[src/rtl/ct_spsram_2048x144_ctrl_pkg.sv]
// ct_spsram_2048x144_ctrl_pkg: controller state encoding and SRAM pin polarity constants
package ct_spsram_2048x144_ctrl_pkg;
    typedef enum logic {
        ST_INIT = 1'b0,
        ST_RUN  = 1'b1
    } ctrl_state_e;
    localparam logic CEN_ON     = 1'b0;
    localparam logic GWEN_WR    = 1'b0;
    localparam logic WEN_BIT_ON = 1'b0;
endpackage

[src/rtl/ct_spsram_rsp_fifo.sv]
// ct_spsram_rsp_fifo: in-order read response FIFO with registered head entry
module ct_spsram_rsp_fifo #(
    parameter int DATA_WIDTH = 144,
    parameter int DEPTH      = 3,
    localparam int CW        = $clog2(DEPTH + 1)
) (
    input  logic                  forever_cpuclk,
    input  logic                  cpurst_b,
    input  logic                  push,
    input  logic [DATA_WIDTH-1:0] push_data,
    input  logic                  pop,
    output logic [DATA_WIDTH-1:0] head,
    output logic                  vld,
    output logic [CW-1:0]         cnt
);
    localparam int PW = (DEPTH > 1) ? $clog2(DEPTH) : 1;
    logic [DATA_WIDTH-1:0] mem [DEPTH];
    logic [PW-1:0]         wr_ptr, rd_ptr;
    always_comb begin
        head = mem[rd_ptr];
        vld  = cnt != '0;
    end
    always_ff @(posedge forever_cpuclk) begin
        if (!cpurst_b) begin
            for (int i = 0; i < DEPTH; i++) mem[i] <= '0;
            wr_ptr <= '0;
            rd_ptr <= '0;
            cnt    <= '0;
        end else begin
            assert (!(push && !pop && cnt == CW'(DEPTH)));
            assert (!(pop && cnt == '0));
            if (push) begin
                mem[wr_ptr] <= push_data;
                wr_ptr      <= (wr_ptr == PW'(DEPTH - 1)) ? '0 : wr_ptr + 1'b1;
            end
            if (pop) rd_ptr <= (rd_ptr == PW'(DEPTH - 1)) ? '0 : rd_ptr + 1'b1;
            cnt <= cnt + CW'(push) - CW'(pop);
        end
    end
endmodule

[src/rtl/ct_spsram_2048x144_ctrl.sv]
// ct_spsram_2048x144_ctrl: valid/ready front end for the 2048x144 SRAM, zero-fills the array after reset
module ct_spsram_2048x144_ctrl
    import ct_spsram_2048x144_ctrl_pkg::*;
#(
    parameter int ADDR_WIDTH = 11,
    parameter int DATA_WIDTH = 144,
    parameter int RSP_DEPTH  = 3,
    parameter bit INIT_EN    = 1'b1
) (
    input  logic                  forever_cpuclk,
    input  logic                  cpurst_b,
    input  logic                  req_vld,
    output logic                  req_rdy,
    input  logic                  req_wr,
    input  logic [ADDR_WIDTH-1:0] req_addr,
    input  logic [DATA_WIDTH-1:0] req_wdata,
    input  logic [DATA_WIDTH-1:0] req_wmask,
    output logic                  rsp_vld,
    input  logic                  rsp_rdy,
    output logic [DATA_WIDTH-1:0] rsp_rdata,
    output logic                  init_done,
    output logic [ADDR_WIDTH-1:0] sram_a,
    output logic                  sram_cen,
    output logic                  sram_gwen,
    output logic [DATA_WIDTH-1:0] sram_wen,
    output logic [DATA_WIDTH-1:0] sram_d,
    input  logic [DATA_WIDTH-1:0] sram_q
);
    localparam int CW = $clog2(RSP_DEPTH + 1);
    ctrl_state_e           state;
    logic [ADDR_WIDTH-1:0] init_cnt;
    logic                  started, rd_inflight, accept, wr_acc, init_wr, fifo_pop;
    logic [CW-1:0]         fifo_cnt;
    // credits come only from registered state, so rsp_rdy never reaches req_rdy in the same cycle
    always_comb begin
        init_wr   = state == ST_INIT && started;
        req_rdy   = init_done && (int'(fifo_cnt) + int'(rd_inflight) < RSP_DEPTH);
        accept    = req_vld && req_rdy;
        wr_acc    = accept && req_wr;
        fifo_pop  = rsp_vld && rsp_rdy;
        sram_cen  = (init_wr || accept) ? CEN_ON : ~CEN_ON;
        sram_gwen = (init_wr || wr_acc) ? GWEN_WR : ~GWEN_WR;
        sram_wen  = init_wr ? {DATA_WIDTH{WEN_BIT_ON}} :
                    wr_acc  ? (WEN_BIT_ON ? req_wmask : ~req_wmask) : {DATA_WIDTH{~WEN_BIT_ON}};
        sram_a    = init_wr ? init_cnt : accept ? req_addr : '0;
        sram_d    = accept ? req_wdata : '0;
    end
    always_ff @(posedge forever_cpuclk) begin
        if (!cpurst_b) begin
            state       <= INIT_EN ? ST_INIT : ST_RUN;
            init_cnt    <= '0;
            started     <= 1'b0;
            init_done   <= 1'b0;
            rd_inflight <= 1'b0;
        end else begin
            started     <= 1'b1;
            rd_inflight <= accept && !req_wr;
            init_done   <= state == ST_RUN || (init_wr && &init_cnt);
            if (init_wr) begin
                init_cnt <= init_cnt + 1'b1;
                if (&init_cnt) state <= ST_RUN;
            end
        end
    end
    ct_spsram_rsp_fifo #(
        .DATA_WIDTH(DATA_WIDTH),
        .DEPTH     (RSP_DEPTH)
    ) u_rsp_fifo (
        .forever_cpuclk(forever_cpuclk),
        .cpurst_b      (cpurst_b),
        .push          (rd_inflight),
        .push_data     (sram_q),
        .pop           (fifo_pop),
        .head          (rsp_rdata),
        .vld           (rsp_vld),
        .cnt           (fifo_cnt)
    );
endmodule
[config.mk]
export PLATFORM = sky130hd
export DESIGN_NAME = ct_spsram_2048x144_ctrl
export DESIGN_NICKNAME = d
export VERILOG_FILES = /design/src/rtl/ct_spsram_2048x144_ctrl_pkg.sv /design/src/rtl/ct_spsram_rsp_fifo.sv /design/src/rtl/ct_spsram_2048x144_ctrl.sv
export SDC_FILE = /design/constraint.sdc
export NUM_CORES = 1
export LEC_CHECK = 0
export BUFFER_PORTS_ARGS = -buffer_cell sky130_fd_sc_hd__buf_2
export CORE_AREA = 2 2 344 346
export CTS_CLUSTER_SIZE = 40
export DETAILED_ROUTE_END_ITERATION = 16
export DIE_AREA = 0 0 346 348
export SETUP_SLACK_MARGIN = 0.5
export SLEW_MARGIN = 20
export SYNTH_ARGS = -nofsm -noshare
export SYNTH_HDL_FRONTEND = slang
export SYNTH_HIERARCHICAL = 1
export SYNTH_SLANG_ARGS = --single-unit
[constraint.sdc]
create_clock -name forever_cpuclk -period 15.2 [get_ports forever_cpuclk]
set_input_delay 2.28 -clock forever_cpuclk [delete_from_list [all_inputs] [get_ports forever_cpuclk]]
set_output_delay 2.28 -clock forever_cpuclk [all_outputs]
set_load 0.005 [all_outputs]
==> results of run 1 <==
flip-flops by register name, indices dropped and copies added, names as in the netlist, named ones only:
name	count
init_cnt	11
init_done	1
rd_inflight	1
started	1
state	1
u_rsp_fifo/cnt	2
u_rsp_fifo/mem	576
u_rsp_fifo/rd_ptr	2
u_rsp_fifo/wr_ptr	2
where the power goes:
group | switching (mW) | total, mW | internal (mW)
Sequential | 0.0212 | 1.87 | 1.85
Combinational | 0.257 | 0.436 | 0.179
Clock | 0.666 | 1.60 | 0.930
Total | 0.945 | 3.91 | 2.96
area by class of cell:
type / instances / share of cell area [%]
Tap cell: 1536 / 5.48
Inverter: 5 / 0.0535
Sequential cell: 599 / 50.7
Multi-Input combinational cell: 982 / 23.9
Clock inverter: 38 / 1.03
Antenna cell: 60 / 0.428
Clock buffer: 81 / 5.11
Timing Repair Buffer: 920 / 13.3
cells in the mapped netlist, types with 4 or more instances:
library cell	instances
nand2_1	30
buf_6	23
or4_1	4
buf_2	29
a21oi_1	152
inv_1	5
ha_1	5
and2_1	579
mux4_2	144
dfxtp_1	23
clkbuf_1	68
buf_1	4
edfxtp_1	576
o21ai_0	15
clkbuf_2	6
nor2_1	4
o31ai_1	4
nand3b_1	4
layer usage:
layer	track usage [%]	vias up	part of all wire (%)
met1	25.2	9467	36
li1	-	8149	-
met2	40.2	946	50
met5	0	-	0.17
met4	13.2	38	6.6
met3	6.13	248	7.2
cells by family (layout without fill, tap and decap cells):
family	after synthesis	count (layout)
and+or+nand+nor	651	651
adders and majority gates	5	5
other	0	60
buffers and inverters	138	1044
xor gates and xnor gates	3	3
DFF	599	599
AOI/OAI and AO/OA	178	178
muxes	145	145
through the flow:
| step | util, % | hold slack [ns] |
|---|---|---|
| final | 30.0 | 0.496 |
| after global routing | 29.9 | 0.516 |
| after CTS | 29.8 | 0.490 |
| after detailed placement | 28.0 | 0.482 |
| after global placement | 28.0 | 0.471 |
| after floorplan | - | 0.456 |
worst register-to-register path, cell delays in order, from the launching register on:
cell     delay (ns)
dfxtp_1        0.55
or2b_1         0.34
o21ai_4        0.58
buf_4          0.74
buf_4          0.74
worst min-delay path by stage:
stage | start | end | cells after the start
final | init_cnt[9]$_SDFFE_PN0P_ | init_cnt[9]$_SDFFE_PN0P_ | 2
after global routing | init_cnt[1]$_SDFFE_PN0P_ | init_cnt[1]$_SDFFE_PN0P_ | 2
after CTS | init_cnt[9]$_SDFFE_PN0P_ | init_cnt[9]$_SDFFE_PN0P_ | 2
after detailed placement | init_cnt[9]$_SDFFE_PN0P_ | init_cnt[9]$_SDFFE_PN0P_ | 2
after global placement | init_cnt[9]$_SDFFE_PN0P_ | init_cnt[9]$_SDFFE_PN0P_ | 2
after floorplan | init_cnt[9]$_SDFFE_PN0P_ | init_cnt[9]$_SDFFE_PN0P_ | 2
layout by cell type (no fill, tap or decap), types with 5 or more instances in the layout:
master / netlist / final
a21oi_1: 152 / 152
and2_1: 579 / 579
buf_2: 29 / 895
buf_4: 3 / 22
bufinv_16: 0 / 5
clkbuf_1: 68 / 11
clkbuf_16: 0 / 70
clkinv_1: 0 / 13
clkinv_2: 0 / 8
clkinvlp_4: 0 / 5
dfxtp_1: 23 / 21
diode_2: 0 / 60
edfxtp_1: 576 / 576
ha_1: 5 / 5
inv_1: 5 / 5
mux4_2: 144 / 144
nand2_1: 30 / 29
o21ai_0: 15 / 13
==> flow_metrics.tcl, run 1 <==
set metrics [dict create \
    run_status "completed" \
    gr-total-overflow 0 \
    cpLargestDelayFamily "buffers and inverters" \
    yosysTopAreaCell "edfxtp_1" \
    synthesis.area_per_instance_um2 15.6 \
    largest_net_degree_at_the_start_of_global_routing 146 \
    worstSetupEndpoint "sram_wen[132]" \
    power_density_nw_per_um2 111 \
    synth-simple-area-share_pct 15.0 \
    drt_first_iter_violations 1358 \
    postLayoutCellArea_um2 35100 \
    setup_ws_ns 8.85 \
    cts_hold_buf 0 \
    htreeDepth 3 \
    maxCapViolations 0 \
    synth-adder-area-share_pct 0.233 \
    rr_worst_depth 4 \
    dpl.cell_count 4042 \
    critical_path.reg2reg.startpoint "rd_inflight$_SDFF_PN0_" \
    filler_cell_count 11948 \
    final_nets 3028 \
    grt_pass1_vias 18809 \
    worst-path-stages 5 \
    finalSetupTns_ns 0 \
    regArea_um2 17800 \
    synth_nets 2172 \
    hpwl_um 115000 \
    finish.cell_count_without_fillers 4221 \
    syn-cell-area_um2 26800 \
    clockBufferDepth 3 \
    final_weighted_congestion_in_routability_driven_placement 1.02 \
    clock_insertion_delay_worst_skew_ns 0.61 \
    worstSetupEndpointType "primary output" \
    timing.critical_path.required_ns 12.92 \
    drc 0 \
    clock_tree.root_cell "clkbuf_16" \
    setup_clock_skew_after_layout_ns 0.0193 \
    synthToLayoutAreaGrowth_pct 30.8 \
    layout-drive-gt1-share_pct 44.8 \
    share_of_the_synthesized_area_in_compound_gates_ao_oa_aoi_oai_pct 3.43 \
    p_total_mw 3.91 \
    yosys.area_share.xor_xnor_pct 0.149 \
    worst_path_most_repeated_cell "buf_2" \
    floorplan.die.height_um 348 \
    design.portCount 896 \
    slew_violations 0 \
    ys_seq_area_share_pct 66.2 \
    timing.hold.worst.class "flip-flop to flip-flop" \
    register_bit_total_from_synthesis 599 \
    cts-resized-gates 0 \
    synth_cells 1719 \
    main_combinational_cell_family_by_area_after_synthesis "simple AND/OR/NAND/NOR gates" \
    grt_first_pass_wirelength_um 182000 \
    postRouteWirelength_um 142000 \
    post-cts-setup-buffers 0 \
    drt-pass1-iter-count 6 \
    via_count 18848 \
    final_antenna_net_count 0 \
    crit_path_max_incr_delay_ns 0.70 \
    relSlewSlack_pct 31.7 \
    leakage_nw 13.9 \
    placement_rows 126 \
    multiInputGateArea_um2 8370 \
    clk_transition_reported_paths_ns 0.06 \
    port_buffers 895 \
    worstPathArrival_ns 4.07 \
    tritoncts.num_buffers 67 \
    initial_core_util_pct 22.9 \
    final-setup-viol-count 0 \
    chipWidth_um 346 \
    rsz_0062_raised_after_global_routing "no" \
    ir_drop_worst_case_vdd_mv 0.0905 \
    crit_slowest_cell "buf_6" \
    r2r_end "u_rsp_fifo/mem[0][134]$_SDFFCE_PN0P_" \
    number_of_enable_type_register_cells_in_the_synthesized_netlist 576 \
    design.core.area_um2 117000 \
    cell_breakdown_of_the_critical_path "buf_2 -> and4_4 -> buf_6 -> a21oi_1 -> buf_2" \
    post_dp_cell_area_um2 32700 \
    max_slew.worst_pin.slew_ns 1.02 \
    via_to_cell_ratio 4.47 \
    post_synth_mux_area_share_pct 12.1 \
    critical_path.startpoint_type "primary input" \
    layout_worst_path_cycle_share_pct 41.8 \
    worstPathMaxFanout 121 \
    wire_length_per_cell_um 33.7 \
    yosysUniqueCellTypes 45 \
    fmax_mhz 157 \
    finalCriticalPeriod_ns 6.35 \
    reg2reg_slack_ns 11.83 \
    synth.area.top_cells "edfxtp_1 (65%), and2_1 (14%), mux4_2 (12%)" \
    globalRouteTotalUtil_pct 23.0 \
    cts_num_sinks 599 \
    critPathKind "primary input to primary output" \
    worstPathBufferInverterCount 3 \
    report.final.hold_viol_count 0 \
    synth_top_area_share_pct 64.5 \
    synth_async_sr_flop_share_pct 0 \
    design.die.area_um2 120000 \
    yosys_most_used_dff "edfxtp_1" \
    dp_slack_ns 8.82 \
    tritoncts "done" \
    yosys_warnings 6 \
    antenna_found_initial 73 \
    startpoint "req_wr" \
]
Power figures use the tool's default switching activity.
==> inputs of run 2 (changes only) <==
==> constraint.sdc (replaced) <==
create_clock -name forever_cpuclk -period 6.5 [get_ports forever_cpuclk]
set_input_delay 0.975 -clock forever_cpuclk [delete_from_list [all_inputs] [get_ports forever_cpuclk]]
set_output_delay 0.975 -clock forever_cpuclk [all_outputs]
set_load 0.005 [all_outputs]
==> run 2 against run 1 <==
  * Die area is the same
  * Register-to-register slack lost 8.3 ns
  * Via count grew 0.52%
  * Clock power grew to 2.5 times the previous value
  * First-iteration DRC count grew 19%
  * Global-route usage grew 1.5 points
  * Critical path type is now flip-flop to primary output
  * Largest cell class unchanged
==> flow_metrics.tcl, run 2 (synthesis results as in run 1) <==
set metrics [dict create \
    run_status "completed" \
    worst_path_most_repeated_cell "ha_1" \
    design.core.area_um2 117000 \
    finalCriticalPeriod_ns 4.62 \
    finalSetupTns_ns 0 \
    leakage_nw 14.0 \
    relSlewSlack_pct 19.1 \
    dp_slack_ns 2.52 \
    crit_path_max_incr_delay_ns 0.84 \
    busiest_layer "met2" \
    placement_rows 126 \
    fmax_mhz 216 \
    layout_worst_path_cycle_share_pct 71.1 \
    port_buffers 895 \
    critical_path.startpoint_type "flip-flop" \
    cell_breakdown_of_the_critical_path "ha_1 -> ha_1 -> nand2_1 -> and4_4 -> buf_4 -> a21oi_1 -> buf_2" \
    rsz_0062_raised_after_global_routing "no" \
    slew_violations 0 \
    drt_first_iter_violations 1613 \
    largest_register_ff_count 576 \
    timing.hold.worst.class "flip-flop to flip-flop" \
    gr-total-overflow 0 \
    layout-drive-gt1-share_pct 44.9 \
    setup_ws_ns 1.88 \
    final_weighted_congestion_in_routability_driven_placement 1.11 \
    setup_clock_skew_after_layout_ns 0.0214 \
    clock_insertion_delay_worst_skew_ns 0.60 \
    grt_first_pass_wirelength_um 192000 \
    reg2reg_slack_ns 3.58 \
    final_nets 3025 \
    max_slew.worst_pin.slew_ns 1.21 \
    wire_length_per_cell_um 35.8 \
    postRouteWirelength_um 152000 \
    globalRouteTotalUtil_pct 24.5 \
    report.final.hold_viol_count 0 \
    maxCapViolations 0 \
    grt_use_met1_pct 24.2 \
    worstPathArrival_ns 3.65 \
    hold-path-cell-count 2 \
    design.portCount 896 \
    drt-pass1-iter-count 4 \
    antenna_found_initial 72 \
    htreeDepth 3 \
    clk_transition_reported_paths_ns 0.06 \
    via_to_cell_ratio 4.47 \
    layout.cells.most_common_list "buf_2 (895), and2_1 (579), edfxtp_1 (576)" \
    worstPathBufferInverterCount 2 \
    ir_drop_worst_case_vdd_mv 0.151 \
    worstPathMaxFanout 74 \
    timing.critical_path.required_ns 5.52 \
    synthToLayoutAreaGrowth_pct 31.9 \
    cts_num_sinks 599 \
    register_name_with_the_most_flops "u_rsp_fifo/mem" \
    finish.utilization_pct 30.2 \
    filler_cell_count 11984 \
    drc 0 \
    via_count 18946 \
    grt_use_met2_pct 41.8 \
    rr_worst_depth 4 \
    post-cts-setup-buffers 0 \
    crit_slowest_cell "and4_4" \
    tritoncts.num_buffers 70 \
    tritoncts "done" \
    final_antenna_net_count 0 \
    worst-path-stages 7 \
    largest_net_degree_at_the_start_of_global_routing 145 \
    final-setup-viol-count 0 \
    cts_hold_buf 0 \
    cpLargestDelayFamily "simple AND/OR/NAND/NOR gates" \
    grt_util_met3_pct 8.91 \
    clock_tree.root_cell "clkbuf_16" \
    layout_commonest_cell "buf_2" \
    biggestRegsByFlops "u_rsp_fifo/mem (576), init_cnt (11)" \
    critPathKind "flip-flop to primary output" \
    hpwl_um 121000 \
    power_density_nw_per_um2 266 \
    initial_core_util_pct 22.9 \
    chipWidth_um 346 \
    worstSetupEndpointType "primary output" \
    grt_pass1_vias 18998 \
    clockBufferDepth 3 \
    cts-resized-gates 0 \
    floorplan.die.height_um 348 \
    design.die.area_um2 120000 \
]
[run 2: cell count changes in the layout (fill, tap and decap cells not counted), sizes merged]
cell	delta
clkinvlp	-4
clkinv	-7
inv	+6
buf	-6
clkbuf	+8
bufinv	+3
diode	+15
[run 2: stage by stage]
step           instance area [um^2]  instances  total power, mW  hold slack (ns)
6_report                      35300       4236             9.41            0.489
5_1_grt                       35300       4218             9.71            0.519
4_1_cts                       35200       4161             9.51            0.491
3_5_place_dp                  32800       4036             5.48            0.482
3_3_place_gp                  32800       4036             5.47            0.469
2_1_floorplan                 26800       1719             4.89            0.456
[run 2: worst reg2reg max path, stage by stage, from the launching register on]
cell,delay [ns]
dfxtp_1,0.52
or2b_1,0.34
o21ai_4,0.17
buf_12,0.40
buf_4,1.04
[run 2: area by class of cell]
class	count	area (um^2)	share of cell area [%]
diodes	75	188	0.531
clock buffers	89	1910	5.40
clock inverters	36	432	1.22
inverters	5	18.8	0.0531
multi-input cells	982	8370	23.7
flip-flops and latches	599	17800	50.3
well taps	1536	1920	5.44
repair buffers	914	4750	13.4
[run 2: final timing paths]
path	startpoint	end
setup / recovery	rd_inflight$_SDFF_PN0_	sram_wen[33]
hold / removal	init_cnt[9]$_SDFFE_PN0P_	init_cnt[9]$_SDFFE_PN0P_
setup reg to reg	rd_inflight$_SDFF_PN0_	u_rsp_fifo/mem[2][107]$_SDFFCE_PN0P_
hold reg to reg	init_cnt[9]$_SDFFE_PN0P_	init_cnt[9]$_SDFFE_PN0P_
[run 2: where the power goes]
group,switching [mW],leakage [nW],internal (mW)
Sequential,0.0523,5.82,4.33
Combinational,0.571,7.01,0.424
Clock,1.61,1.14,2.42
[run 2: routing by layer]
| layer | wire length, um | part of all wire [%] |
|---|---|---|
| met5 | 167 | 0.11 |
| met4 | 13700 | 9.1 |
| met3 | 13200 | 8.7 |
| met2 | 74600 | 49 |
| met1 | 50000 | 33 |
